`config.mk`:
```
export PLATFORM = sky130hd
export DESIGN_NAME = seg7_scan_driver
export DESIGN_NICKNAME = d
export VERILOG_FILES = /design/src/rtl/seg7_scan_driver.sv
export SDC_FILE = /design/constraint.sdc
export NUM_CORES = 1
export LEC_CHECK = 0
export ABC_CLOCK_PERIOD_IN_PS = 5800
export BUFFER_PORTS_ARGS = -buffer_cell sky130_fd_sc_hd__buf_2
export CORE_ASPECT_RATIO = 0.5
export CORE_MARGIN = 2
export CORE_UTILIZATION = 63
export CTS_CLUSTER_DIAMETER = 100
export CTS_CLUSTER_SIZE = 8
export DETAILED_ROUTE_END_ITERATION = 8
export GPL_ROUTABILITY_DRIVEN = 0
export MAX_ROUTING_LAYER = met4
export PLACE_DENSITY = 0.84
export SKIP_CTS_REPAIR_TIMING = 1
export SLEW_MARGIN = 15
export SYNTH_ARGS = -nofsm -noshare
export SYNTH_HDL_FRONTEND = slang
export SYNTH_SLANG_ARGS = --single-unit
```
`constraint.sdc`:
```
create_clock -name clk -period 5.8 [get_ports clk]
set_input_delay 0.87 -clock clk [delete_from_list [all_inputs] [get_ports clk]]
set_output_delay 0.87 -clock clk [all_outputs]
set_load 0.02 [all_outputs]
```
`src/rtl/seg7_scan_driver.sv`:
```
// Two-digit common-anode 7-segment scan driver: captures two 4-bit values into
// shadow registers (unless frozen) and time-multiplexes them with blanking gaps.
module seg7_scan_driver #(
    parameter int REFRESH_DIV  = 50000,
    parameter int BLANK_CYCLES = 16
) (
    input  logic       clk,
    input  logic       rst,
    input  logic [3:0] count_up,
    input  logic [3:0] count_down,
    input  logic       freeze,
    output logic [6:0] seg_n,
    output logic       dp_n,
    output logic [1:0] an_n
);

    localparam int CW = (REFRESH_DIV > 2) ? $clog2(REFRESH_DIV) : 1;
    localparam logic [CW-1:0] CNT_MAX       = CW'(REFRESH_DIV - 1);
    localparam logic [CW-1:0] CNT_BLANK_END = CW'(BLANK_CYCLES - 1);

    localparam logic [1:0] S_DIG0_BLANK = 2'd0;
    localparam logic [1:0] S_DIG0_ON    = 2'd1;
    localparam logic [1:0] S_DIG1_BLANK = 2'd2;
    localparam logic [1:0] S_DIG1_ON    = 2'd3;

    localparam logic [6:0] SEG_OFF = 7'h7F;
    localparam logic [1:0] AN_OFF  = 2'b11;

    generate
        if (REFRESH_DIV < 2 || BLANK_CYCLES < 1 || BLANK_CYCLES >= REFRESH_DIV) begin : g_bad_params
            $error("seg7_scan_driver: need REFRESH_DIV>=2 and 1<=BLANK_CYCLES<REFRESH_DIV");
        end
    endgenerate

    function automatic logic [6:0] hex_to_seg(input logic [3:0] v);
        logic [6:0] s;
        case (v)
            4'h0: s = 7'h40;
            4'h1: s = 7'h79;
            4'h2: s = 7'h24;
            4'h3: s = 7'h30;
            4'h4: s = 7'h19;
            4'h5: s = 7'h12;
            4'h6: s = 7'h02;
            4'h7: s = 7'h78;
            4'h8: s = 7'h00;
            4'h9: s = 7'h10;
            4'hA: s = 7'h08;
            4'hB: s = 7'h03;
            4'hC: s = 7'h46;
            4'hD: s = 7'h21;
            4'hE: s = 7'h06;
            default: s = 7'h0E;
        endcase
        return s;
    endfunction

    logic [1:0]    state_q, state_d;
    logic [CW-1:0] cnt_q, cnt_d;
    logic [3:0]    shadow_up_q, shadow_up_d;
    logic [3:0]    shadow_dn_q, shadow_dn_d;
    logic          freeze_q, freeze_d;
    logic [6:0]    seg_q, seg_d;
    logic          dp_q, dp_d;
    logic [1:0]    an_q, an_d;

    always_comb begin
        cnt_d       = (cnt_q == CNT_MAX) ? '0 : cnt_q + CW'(1);
        state_d     = state_q;
        shadow_up_d = freeze ? shadow_up_q : count_up;
        shadow_dn_d = freeze ? shadow_dn_q : count_down;
        freeze_d    = freeze;

        case (state_q)
            S_DIG0_BLANK: if (cnt_q == CNT_BLANK_END) state_d = S_DIG0_ON;
            S_DIG0_ON:    if (cnt_q == CNT_MAX)       state_d = S_DIG1_BLANK;
            S_DIG1_BLANK: if (cnt_q == CNT_BLANK_END) state_d = S_DIG1_ON;
            default:      if (cnt_q == CNT_MAX)       state_d = S_DIG0_BLANK;
        endcase
    end

    // Output register follows the current state, so an_n and seg_n switch
    // together and lag the state by one cycle.
    always_comb begin
        an_d  = AN_OFF;
        seg_d = SEG_OFF;
        dp_d  = 1'b1;
        case (state_q)
            S_DIG0_ON: begin
                an_d  = 2'b10;
                seg_d = hex_to_seg(shadow_up_q);
                dp_d  = ~freeze_q;
            end
            S_DIG1_ON: begin
                an_d  = 2'b01;
                seg_d = hex_to_seg(shadow_dn_q);
                dp_d  = ~freeze_q;
            end
            default: begin
                an_d  = AN_OFF;
                seg_d = SEG_OFF;
                dp_d  = 1'b1;
            end
        endcase
    end

    always_ff @(posedge clk) begin
        if (rst) begin
            state_q     <= S_DIG0_BLANK;
            cnt_q       <= '0;
            shadow_up_q <= 4'h0;
            shadow_dn_q <= 4'h0;
            freeze_q    <= 1'b0;
            seg_q       <= SEG_OFF;
            dp_q        <= 1'b1;
            an_q        <= AN_OFF;
        end else begin
            state_q     <= state_d;
            cnt_q       <= cnt_d;
            shadow_up_q <= shadow_up_d;
            shadow_dn_q <= shadow_dn_d;
            freeze_q    <= freeze_d;
            seg_q       <= seg_d;
            dp_q        <= dp_d;
            an_q        <= an_d;
        end
    end

    assign seg_n = seg_q;
    assign dp_n  = dp_q;
    assign an_n  = an_q;

endmodule

```
==> impl_metrics.csv, run 1 <==
group,metric,value,unit
outcome,status,"finished clean",
critical_path,critPathLaunchType,"input pin",
sta,period_share,0.407,
layout,final_nets,281,
critical_path,crit_fanout,9,
power,intPower,0.474,mW
power,total_power,0.629,mW
critical_path,crit_chain,"buf_2, mux2i_1, nor2_1, inv_1, ha_1, inv_1, mux4_2",
clock_tree,cts-root-buf,"clkbuf_8",
critical_path,cp_top_family,"multiplexers",
die,rows,15,
critical_path,cp_num_buf_inv,3,
synthesis,syn_nets,266,
place,place.port_buffers,20,
synthesis,synth_cell_type_count,43,
synthesis,synth_enable_flop_cells,0,
sta,skew,0.00501,ns
layout,n_fill_cell,267,
power,pwr-share-clk,0.315,
power,power_frac_comb,0.093,
synthesis,syn_inst,238,
layout,multiInputGateArea,1170,µm²
die,initial_core_util,0.671,
clock_tree,cts_buffers,5,
grt,grtUsageTotal,0.206,
clock_tree,clkTransAtPathRegs,0.09,ns
grt,grt_pass1_wl,6560,µm
route,drtIter0Drc,73,
power,ir_worst_vdd,156,µV
critical_path,cp_common_cell,"inv_1",
route,antenna_left,0,
grt,grt_antenna_before_repair,0,
clock_tree,cts.htree.levels,2,
critical_path,crit_arrival,2.54,ns
grt,grt_pass1_vias,1471,
synthesis,synth-async-reset-ratio,0,
clock_tree,cts.sinks,51,
sta,period_needed,2.36,ns
synthesis,yosys_warnings,0,
layout,regArea,1020,µm²
route,wirelength,4060,µm
critical_path,startpoint,"freeze",
sta,slew-limit-headroom,0.506,
die,die_h,47.1,µm
critical_path,slowest_stage,"mux4_2",
synthesis,ys_ff_latch,51,
sta,finalHoldViolCount,0,
power,seq_power_share,0.592,
die,die_area,4250,µm²
layout,final_common_cell,"dfxtp_1",
critical_path,rrSetupSlack,4.00,ns
sta,setup_viol,0,
critical_path,ff2ff_path_depth,6,
sta,setup_tns,0,ns
route,firstDrtPassIters,4,
clock_tree,cts_buffer_depth,2,
place,dp_hpwl,3000,µm
power,power.switching_fraction,0.247,
clock_tree,cts_tree,"yes",
layout,drive_above_1_share,0.169,
sta,slew_viol_final,0,
die,core_area,3490,µm²
route,post-route-drc-count,0,
power,leakagePower,1.10,nW
sta,tightest_slew,0.738,ns
die,io_pins,21,
hold_path,hp-class,"reg2reg",
clock_tree,clock_latency,0.30,ns
layout,n_antenna_cell,0,
synthesis,yosysSeqAreaShare,0.436,
grt,overflow,0,
synthesis,synth.avg_cell_area,9.84,µm²
die,dieWidth,90.2,µm
synthesis,netlist_area,2340,µm²
layout,synthToLayoutAreaGrowth,7.59,%
critical_path,timing.rr.start,"shadow_up_q[0]",
critical_path,cp_num_cells,7,
synthesis,synth_top_flop_cell,"dfxtp_1",
route,via_per_inst,5.57,
sta,rsz0062_at_grt,"no",
critical_path,required,5.98,ns
layout,layout_common_cells,"51 x dfxtp_1, 20 x buf_2, 19 x nor2_1",
grt,grt_max_degree,18,
power,switchingPower,0.155,mW
critical_path,cp-end-kind,"flip-flop",
sta,fmax,0.424,GHz
critical_path,setup.worst_path.class,"in2reg",
route,wl_per_cell,13.3,µm
critical_path,max_stage_delay,0.43,ns
run,maxCapViolCount,0,
power,p_per_area,250,nW/µm²
route,vias,1698,
==> kinds of logic after synthesis <==
group	share of synthesized area
flip-flops	0.436
adder cells (fa/ha/maj)	0.0909
AND/OR/NAND/NOR	0.168
XOR/XNOR	0.0412
AO/OA/AOI/OAI	0.0962
buffers and inverters	0.0636
multiplexers	0.104
==> area by class of cell <==
cell class	count	share of cell area
multi-input cells	156	0.465
flip-flops and latches	51	0.405
repair buffers	20	0.0397
inverters	19	0.0293
clock buffers	5	0.0273
well taps	51	0.0253
clock inverters	3	0.00795
==> how the worst min path moves through the flow <==
stage,startpoint,depth (start not counted),to,slack [ns]
5_1_grt,freeze_q,1,dp_n,0.39
2_1_floorplan,freeze_q,1,dp_n,0.34
3_3_place_gp,freeze_q,1,dp_n,0.35
3_5_place_dp,freeze_q,1,dp_n,0.35
4_1_cts,freeze_q,1,dp_n,0.37
6_report,freeze_q,1,dp_n,0.37
==> power groups by stage <==
stage,logic [mW],clock network (mW),registers [mW]
2_1_floorplan,0.0457,0,0.378
3_3_place_gp,0.0545,0,0.379
3_5_place_dp,0.0576,0,0.380
4_1_cts,0.0580,0.202,0.372
5_1_grt,0.0641,0.215,0.373
6_report,0.0585,0.198,0.372
==> worst reg2reg max path: stages (launching register included) <==
cell     delay, ns
dfxtp_1       0.33
mux2i_1       0.09
nor2_1        0.30
inv_1         0.17
ha_1          0.33
inv_1         0.04
mux4_2        0.43
==> per-stage QoR <==
stage	worst slack (ns)	instance area, µm²	hold slack (ns)	std cells	utilization
after floorplan	3.35	2340	0.343	238	-
after detailed placement	3.11	2430	0.347	297	0.696
after global placement	3.23	2430	0.351	297	0.696
final	3.44	2520	0.368	305	0.722
after global routing	3.29	2520	0.386	305	0.722
after CTS	3.44	2520	0.368	305	0.722
==> cell usage after synthesis (2+ instances only) <==
cell type,n,area [µm²]
dfxtp_1,51,1020
nor2_1,19,71.3
ha_1,17,213
mux2i_1,17,170
inv_1,16,60.1
nand2_1,13,48.8
a21oi_1,10,50.1
xor2_1,10,87.6
nand4_1,8,50.1
a221o_1,7,70.1
nand3_1,6,30.0
clkbuf_1,4,15.0
nor3_1,4,20.0
o21ai_0,4,20.0
o22ai_1,4,25.0
a22oi_1,3,22.5
and3_1,3,18.8
buf_2,3,15.0
buf_4,3,22.5
o21ai_1,3,15.0
or2_1,3,18.8
or2_2,3,18.8
and4_2,2,20.0
buf_6,2,22.5
mux2i_2,2,27.5
mux4_2,2,45.0
nor4_1,2,12.5
or3_1,2,12.5
==> metal layers <==
metal | routed length (µm) | GRT usage | vias to the layer above
li1 | - | - | 857
met1 | 1850 | 0.237 | 787
met2 | 1940 | 0.371 | 50
met3 | 226 | 0.0530 | 4
met4 | 41 | 0.0646 | 0
met5 | 0 | - | -
No activity file was read; power rests on OpenSTA's default activity.
==> run 2: changes to the inputs <==
ABC_CLOCK_PERIOD_IN_PS = 2400   (was 5800)
CORE_UTILIZATION = 58   (was 63)
PLACE_DENSITY = 0.78   (was 0.84)
clock period = 2.4 ns   (was 5.8 ns; I/O delays follow)
==> impl_metrics.csv, run 2 (synthesized netlist as in run 1, its figures left out) <==
group,metric,value,unit
outcome,status,"finished clean",
critical_path,critPathLaunchType,"input pin",
critical_path,crit_arrival,1.98,ns
clock_tree,cts.htree.levels,2,
place,pre_cts_ws,0.259,ns
sta,skew,0.00929,ns
critical_path,crit_fanout,9,
run,maxCapViolCount,0,
grt,overflow,0,
grt,grt_max_degree,18,
critical_path,max_stage_delay,0.45,ns
die,core_area,3880,µm²
critical_path,cp_common_cell,"inv_1",
route,wl_per_cell,13.0,µm
route,firstDrtPassIters,4,
die,initial_core_util,0.603,
layout,final_nets,283,
route,post-route-drc-count,0,
critical_path,slowest_stage,"mux4_2",
place,dp_hpwl,3000,µm
clock_tree,clock_latency,0.31,ns
layout,n_fill_cell,339,
sta,slew_viol_final,0,
clock_tree,cts_tree,"yes",
sta,hold_slack,0.314,ns
critical_path,setup.worst_path.class,"in2reg",
route,vias,1675,
place,place.port_buffers,20,
clock_tree,cts-root-buf,"clkbuf_8",
critical_path,cp-end-kind,"flip-flop",
critical_path,required,2.59,ns
route,antenna_left,0,
layout,layout_common_cells,"51 x dfxtp_1, 20 x buf_2, 19 x nor2_1",
sta,setup_viol,0,
route,wirelength,4020,µm
power,leakagePower,1.12,nW
clock_tree,cts.sinks,51,
die,io_pins,21,
sta,slew-limit-headroom,0.643,
grt,grtUsageTotal,0.203,
sta,setup_tns,0,ns
layout,final_util,0.653,
die,die_area,4590,µm²
sta,period_needed,1.79,ns
route,via_per_inst,5.40,
sta,fmax,0.558,GHz
grt,grt_pass1_vias,1587,
sta,setup_slack,0.607,ns
sta,tightest_slew,0.531,ns
route,drtIter0Drc,53,
clock_tree,clkTransAtPathRegs,0.10,ns
layout,drive_above_1_share,0.176,
power,total_power,1.53,mW
clock_tree,cts_buffer_depth,2,
layout,synthToLayoutAreaGrowth,8.34,%
die,die_h,48.9,µm
die,dieWidth,93.8,µm
sta,rsz0062_at_grt,"no",
power,ir_worst_vdd,303,µV
grt,grt_antenna_before_repair,0,
die,rows,16,
layout,final_common_cell,"dfxtp_1",
layout,n_antenna_cell,0,
grt,grt_pass1_wl,6960,µm
critical_path,crit_chain,"buf_2, mux2i_1, nor2_1, inv_1, ha_1, inv_1, mux4_2",
power,p_per_area,604,nW/µm²
sta,period_share,0.747,
hold_path,hp-class,"in2reg",
sta,finalHoldViolCount,0,
clock_tree,cts_buffers,5,
==> run 2: cell types whose count changed in the layout (fill, tap and decap cells not counted), sizes merged <==
cell,before,now
inv,18,19
clkinvlp,2,0
buf,20,22
clkinv,2,3
==> run 2: where the power goes <==
part	internal [mW]	switching [mW]
Combinational	0.0598	0.0804
Sequential	0.884	0.0150
Clock	0.206	0.286
==> run 2: through the flow <==
| stage | instance area, µm² | instances |
|---|---|---|
| floorplan | 2340 | 238 |
| global placement | 2450 | 302 |
| detailed placement | 2450 | 302 |
| CTS | 2540 | 310 |
| global route | 2540 | 310 |
| finish | 2540 | 310 |
==> run 2: worst max-delay path: cells and delay by family <==
family                     cells  cell delay (ns)
and+or+nand+nor                1             0.28
adders and majority gates      1             0.32
buffers and inverters          3             0.42
muxes                          2             0.58
==> run 2: final timing paths <==
kind	from	slack (ns)	depth (start not counted)	end
worst max-delay path	freeze	0.61	7	flip-flop
worst min-delay path	count_up[0]	0.31	3	shadow_up_q[0]
worst max register to register	shadow_up_q[0]	0.62	6	flip-flop
worst min register to register	freeze_q	0.38	1	dp_n
==> run 2: area by class of cell <==
type                            count  area [µm²]  share of cell area
Multi-Input combinational cell    156        1170               0.462
Sequential cell                    51        1020               0.403
Tap cell                           54        67.6              0.0266
Timing Repair Buffer               22         115              0.0454
Clock buffer                        5        68.8              0.0271
Clock inverter                      3        18.8             0.00740
Inverter                           19        73.8              0.0291
==> run 2: metal layers <==
| layer | track usage | up-vias | share of wire |
|---|---|---|---|
| li1 | - | 858 | - |
| met1 | 0.245 | 785 | 0.48 |
| met2 | 0.321 | 25 | 0.48 |
| met3 | 0.0603 | 7 | 0.032 |
| met4 | 0.0797 | 0 | 0.011 |
| met5 | - | - | 0 |
